==> src/rtl/r_empty.sv <==
// Read-side empty/almost-empty logic for an async FIFO: w_ptr synchronizer, read pointer, flags.
// Optional occupancy output r_level is built when macro R_EMPTY_LEVEL_EN is defined.
module r_empty #(
  parameter int unsigned ADDR_SIZE           = 3,
  parameter int unsigned ALMOST_EMPTY_THRESH = 2
) (
  input  logic                 clk,
  input  logic                 rst,
  input  logic [ADDR_SIZE:0]   w_ptr,
  input  logic                 r_en,
  output logic [ADDR_SIZE-1:0] r_addr,
  output logic [ADDR_SIZE:0]   r_ptr,
  output logic                 empty,
  output logic                 almost_empty,
  output logic                 underflow
`ifdef R_EMPTY_LEVEL_EN
  ,output logic [ADDR_SIZE:0]  r_level
`endif
);

  localparam int unsigned PW = ADDR_SIZE + 1;

  function automatic logic [PW-1:0] gray2bin(input logic [PW-1:0] g);
    logic [PW-1:0] b;
    for (int i = 0; i < int'(PW); i++) begin
      b[i] = ^(g >> i);
    end
    return b;
  endfunction

  logic [PW-1:0] wq1_q, wq2_q;
  logic [PW-1:0] r_bin_q, r_bin_d;
  logic [PW-1:0] r_ptr_q, r_ptr_d;
  logic [PW-1:0] occ_d;
  logic          empty_q, empty_d;
  logic          almost_empty_q, almost_empty_d;
  logic          underflow_q, underflow_d;
  logic          rd_ok;

  // Next-state pointer and flag computation from the post-read pointer and synced w_ptr
  always_comb begin
    rd_ok          = r_en & ~empty_q;
    r_bin_d        = r_bin_q + PW'(rd_ok);
    r_ptr_d        = r_bin_d ^ (r_bin_d >> 1);
    empty_d        = (r_ptr_d == wq2_q);
    occ_d          = gray2bin(wq2_q) - r_bin_d;
    almost_empty_d = empty_d | (occ_d <= PW'(ALMOST_EMPTY_THRESH));
    underflow_d    = underflow_q | (r_en & empty_q);
  end

  always_ff @(posedge clk) begin
    if (rst) begin
      wq1_q          <= '0;
      wq2_q          <= '0;
      r_bin_q        <= '0;
      r_ptr_q        <= '0;
      empty_q        <= 1'b1;
      almost_empty_q <= 1'b1;
      underflow_q    <= 1'b0;
    end else begin
      wq1_q          <= w_ptr;
      wq2_q          <= wq1_q;
      r_bin_q        <= r_bin_d;
      r_ptr_q        <= r_ptr_d;
      empty_q        <= empty_d;
      almost_empty_q <= almost_empty_d;
      underflow_q    <= underflow_d;
    end
  end

`ifdef R_EMPTY_LEVEL_EN
  logic [PW-1:0] level_q;

  always_ff @(posedge clk) begin
    if (rst) begin
      level_q <= '0;
    end else begin
      level_q <= occ_d;
    end
  end

  assign r_level = level_q;
`endif

  assign r_addr       = r_bin_q[ADDR_SIZE-1:0];
  assign r_ptr        = r_ptr_q;
  assign empty        = empty_q;
  assign almost_empty = almost_empty_q;
  assign underflow    = underflow_q;

endmodule

==> config.mk <==
export PLATFORM = sky130hd
export DESIGN_NAME = r_empty
export DESIGN_NICKNAME = d
export VERILOG_FILES = /design/src/rtl/r_empty.sv
export SDC_FILE = /design/constraint.sdc
export NUM_CORES = 1
export LEC_CHECK = 0
export ABC_AREA = 1
export CORE_MARGIN = 4
export CORE_UTILIZATION = 30
export CTS_BUF_LIST = sky130_fd_sc_hd__clkbuf_8
export DETAILED_ROUTE_END_ITERATION = 8
export GPL_TIMING_DRIVEN = 0
export PLACE_DENSITY_LB_ADDON = 0.1
export SLEW_MARGIN = 0
export SYNTH_ARGS = -nofsm -noshare
export SYNTH_HDL_FRONTEND = slang
export SYNTH_SLANG_ARGS = --single-unit
==> constraint.sdc <==
create_clock -name clk -period 2.9 [get_ports clk]
set_clock_uncertainty 0.1 [all_clocks]
set_input_delay 0.725 -clock clk [delete_from_list [all_inputs] [get_ports clk]]
set_output_delay 0.725 -clock clk [all_outputs]
set_load 0.02 [all_outputs]
==> Word level (Yosys, flattened, before mapping) <==
Cells that the tools add are included.
W data, S select, Z words.
{ "classes": {"n_addsub": 2, "n_lt_le_gt_ge": 1, "eq_ne": 1, "bitwise": 6, "reduce_logical": 4} }
{ "op_table": {"columns": ["op", "n"], "rows": [
  ["$reduce_xor A4 Y1", 4],
  ["$add A4 B1 Y4", 1],
  ["$eq A4 B4 Y1", 1],
  ["$le A4 B2 Y1 const B", 1],
  ["$sub A4 B4 Y4", 1],
  ["$xor A4 B3 Y4", 1],
  ["$and A1 B1 Y1", 2],
  ["$or A1 B1 Y1", 2],
  ["$not A1 Y1", 1]
]} }
{ "totals": {"reg_bits": 19, "in_bits": 7, "out_inout_bits": 10, "word_cells": 21} }

==> Logic depth before layout (Yosys ltp) <==
{ "depth": {"depth_word": 6, "depth_mapped": 15, "depth_no_buf": 15} }

==> Least setup slack after synthesis <==
OpenSTA, ideal clock, no wires.
{ "synth_timing": {"path_kind": "input-to-reg", "startpoint": "in r_en", "endpoint": "reg almost_empty_q (netlist: almost_empty)", "arrival_time_ns": 2.168, "slack_ns": 0.512, "cell_stages": 12, "path_cell_list": "inv_1 -> nor2_1 -> ha_1 -> ha_1 -> inv_1 -> ha_1 -> a21oi_1 -> a21oi_1 -> nand2_1 -> nand2_1 -> nand2_1 -> nand3_1"} }
{ "synth_between": {"elab_chain_len": 5, "elab_cells_between_ends": 7, "cone_classes": "2 x add/sub; 1 x order compare; 1 x eq/ne; 3 x bitwise"} }
{ "synth_rtl": {"columns": ["element", "line", "text"], "rows": [
  ["from (decl)", "10", "input logic r_en,"],
  ["$and A1 B1 Y1 *", "42", "rd_ok = r_en & ~empty_q;"],
  ["$add A4 B1 Y4 *", "43", "r_bin_d = r_bin_q + PW'(rd_ok);"],
  ["via r_bin_d[1]", "32", "logic [PW-1:0] r_bin_q, r_bin_d;"],
  ["$sub A4 B4 Y4 or $xor A4 B3 Y4 (tied branches)", "46, 44", null],
  ["$le A4 B2 Y1 or $eq A4 B4 Y1 (tied branches)", "47, 45", null],
  ["$or A1 B1 Y1 *", "47", "almost_empty_d = empty_d | (occ_d <= PW'(ALMOST_EMPTY_THRESH));"],
  ["to (signal assigned)", "66", "almost_empty_q <= almost_empty_d;"],
  ["to (decl)", "36", "logic almost_empty_q, almost_empty_d;"]
]} }
The timed path passes the listed nets; every way through them passes the cells marked *.
A chain may end at the register's enable or synchronous reset.

==> Worst setup path in the final report <==
Same ends and word-level chain as after synthesis.

==> impl_summary.log <==
[metrics] result of the run: finished clean
[metrics] via count: 784
[metrics] worst-margin pin slew: 0.424 ns
[metrics] GP Congestion: 0.797
[metrics] Post-Synth XOR/XNOR Area: 0.0274
[metrics] delay of the slowest cell on the worst path: 0.48 ns
[metrics] Final min period: 2.75 ns
[metrics] number of buffers inserted by post-CTS setup repair: 0
[metrics] maximum number of pins on one net before global-route repair: 11
[metrics] final count of hold timing violations: 0
[metrics] final net count: 167
[metrics] type of the setup path with the least slack: input port to flop
[metrics] maximum capacitance violations: 0
[metrics] setup repair after global routing missed its margin: no
[metrics] Mapped Area: 912 um^2
[metrics] Slew Limit Headroom: 0.717
[metrics] slowest stage cell, crit path: clkdlybuf4s50_1
[metrics] worst-path fanout max: 4
[metrics] dominant combinational cell family by area after synthesis: simple AND/OR/NAND/NOR gates
[metrics] gate count after technology mapping: 135
[metrics] count of buffers from port buffering: 15
[metrics] number of top-level pins: 17
[metrics] floorplan die area: 3990 um^2
[metrics] vias in the first global route: 683
[metrics] max-slew violation count: 0
[metrics] Lkg Pwr: 0.558 nW
[metrics] final std cell area, no fill: 1140 um^2
[metrics] TritonCTS clock tree: yes
[metrics] global-route wire length before repair: 2840 um
[metrics] starting density of the core: 0.322
[metrics] violation count after the first detailed-route iteration: 11
[metrics] Fillers: 292
[metrics] cell-by-cell trace of the critical path: clkdlybuf4s50_1 > inv_1 > nor2_1 > ha_2 > ha_1 > inv_2 > ha_1 > a21oi_1 > a21oi_1 > nand2_1 > nand2_1 > nand2_1 > nand3_1
[metrics] fraction of layout cells with a size suffix above 1: 0.0850
[metrics] portion of netlist area occupied by mux cells: 0
[metrics] least setup slack across all paths after layout: 0.153 ns
[metrics] area delta synth->final: 25.5%
[metrics] kind of cell adding the most delay to the critical path: adder cells
[metrics] area fraction in and, or, nand and nor cells after synthesis: 0.366
[metrics] overall power after layout: 571 uW
[metrics] Antenna Cells: 0
[metrics] post-route worst hold slack: 0.298 ns
[metrics] Fin Setup TNS: 0 ns
[metrics] mean cell area of the mapped netlist: 6.76 um^2
[metrics] total of cells resized after clock tree synthesis: 0
[metrics] combined global-route utilization of all metal layers: 0.0879
[metrics] iteration count of the initial detailed-routing pass: 4
[metrics] Clock transition at path regs: 0.06 ns
[metrics] routed wire length: 1750 um
[metrics] HPWL after detailed placement: 1450 um
[metrics] period utilisation layout: 0.947
[metrics] initial antenna violation count: 0
[metrics] Worst Setup Start Kind: input port
[metrics] Seq cells post-synth: 18
[metrics] Mapped Nets: 147
[metrics] total power density per cell area: 499 nW/um^2
[metrics] adder-cell share of the synthesized area: 0.0768
[metrics] DRC violation count after routing: 0
[metrics] Max Clk Rate: 364 MHz
[metrics] H-tree levels: 1
[metrics] cell at the root of the clock tree: clkbuf_8
[metrics] antenna viol nets, final: 0
[metrics] cell area after placement: 1100 um^2
[metrics] average wire length per cell after detail routing: 9.49 um
[metrics] Sinks on Clock Net: 18
[metrics] Worst path most repeated cell: nand2_1
[metrics] total number of yosys warnings: 0
[metrics] worst setup slack after placement: -0.204 ns
[metrics] count of buffering cells on the critical path with inverters included: 3
[metrics] Vert. Die Dim: 63.1 um
[metrics] Site Rows: 19
[metrics] sequential area share after synthesis: 0.395
[metrics] critical path data required time: 2.93 ns
[metrics] Final Setup Violations: 0
[metrics] overall die width: 63.1 um
[metrics] core region area: 2830 um^2
[metrics] min-delay worst type: flop to flop
[metrics] DR vias/cell: 4.26
[metrics] clock latency reported for the late side of the worst-skew pair: 0.24 ns
[metrics] kind of end point of the critical path: flop
[metrics] Compound-Gate Fraction of Synth Area: 0.0274
[metrics] Yosys cell types: 15
[metrics] data arrival time at the worst-slack endpoint: 2.78 ns
[metrics] CTS Hold Buffers Added: 0
[metrics] number of CTS-inserted buffers: 3
[metrics] maximum count of clock buffers along a single path: 2
[metrics] global route overflow: 0
[metrics] maximum vdd ir drop: 0.000262 V
cell families (layout without fill, tap and decap cells):
group | count (synthesis) | in the layout
xor gates and xnor gates | 2 | 2
AOI/OAI and AO/OA | 5 | 5
and+or+nand+nor | 79 | 79
buffers and inverters | 26 | 44
adders and majority gates | 5 | 5
DFF | 18 | 18
worst reg2reg max path: cells and delay by family (launching register included):
kind / cells / cell delay [ns]
buffers and inverters: 3 / 0.22
and+or+nand+nor: 7 / 0.46
xor gates and xnor gates: 2 / 0.39
adders and majority gates: 2 / 0.60
DFF: 1 / 0.39
path summary, 6_finish.rpt:
kind         cells past startpoint      from            to  slack [ns]
max                             13      r_en  almost_empty        0.15
min                              2  wq1_q[1]      wq2_q[1]        0.30
max reg2reg                     14  wq2_q[3]  almost_empty        0.62
min reg2reg                      2  wq1_q[1]      wq2_q[1]        0.30
cells in the mapped netlist:
master / n / area share
nand2_1: 42 / 0.17
inv_1: 23 / 0.095
nor2_1: 19 / 0.078
dfxtp_1: 18 / 0.40
nand3_1: 10 / 0.055
a21oi_1: 5 / 0.027
nand2_2: 5 / 0.034
ha_1: 4 / 0.055
clkbuf_1: 2 / 0.0082
nand4_1: 2 / 0.014
fa_1: 1 / 0.022
inv_2: 1 / 0.0041
nand2_4: 1 / 0.012
xor2_1: 1 / 0.0096
xor2_2: 1 / 0.018
state kept, by name (all words and copies together), names as in the netlist:
name	flops
r_bin_q	4
wq1_q	4
wq2_q	4
r_ptr	3
almost_empty	1
empty	1
underflow	1
layout make-up:
type	count	area, um^2	share of cell area
Inverter	24	90.1	0.0787
Buffer	2	7.51	0.00656
Tap cell	31	38.8	0.0339
Multi-Input combinational cell	91	457	0.399
Timing Repair Buffer	15	150	0.131
Sequential cell	18	360	0.315
Clock buffer	3	41.3	0.0361
metal layers:
layer,track usage,up-vias,routed length [um]
met5,0,-,0
met4,0.0331,0,18
met3,0.0195,2,48
met2,0.153,10,827
met1,0.105,332,853
li1,-,440,-
placed cells by master, fill, tap and decap left out:
master / synthesis / routed
clkbuf_8: 0 / 3
nand2_2: 5 / 5
xor2_2: 1 / 1
inv_2: 1 / 2
nand4_1: 2 / 2
ha_1: 4 / 3
nand2_4: 1 / 1
nand2_1: 42 / 42
dfxtp_1: 18 / 18
nand3_1: 10 / 10
nor2_1: 19 / 19
xor2_1: 1 / 1
fa_1: 1 / 1
ha_2: 0 / 1
clkdlybuf4s50_1: 0 / 15
clkbuf_1: 2 / 2
inv_1: 23 / 22
a21oi_1: 5 / 5
per-stage QoR:
stage	utilization	std cells
global placement	0.389	181
CTS	0.404	184
detailed placement	0.389	181
global route	0.405	184
finish	0.405	184
floorplan	-	135
power by group:
part / internal, mW / switching [mW] / total, mW / leakage [nW]
combinational: 0.0624 / 0.0760 / 0.138 / 0.389
sequential: 0.264 / 0.00739 / 0.271 / 0.148
clock: 0.0917 / 0.0697 / 0.161 / 0.0216
Power figures use the tool's default switching activity.
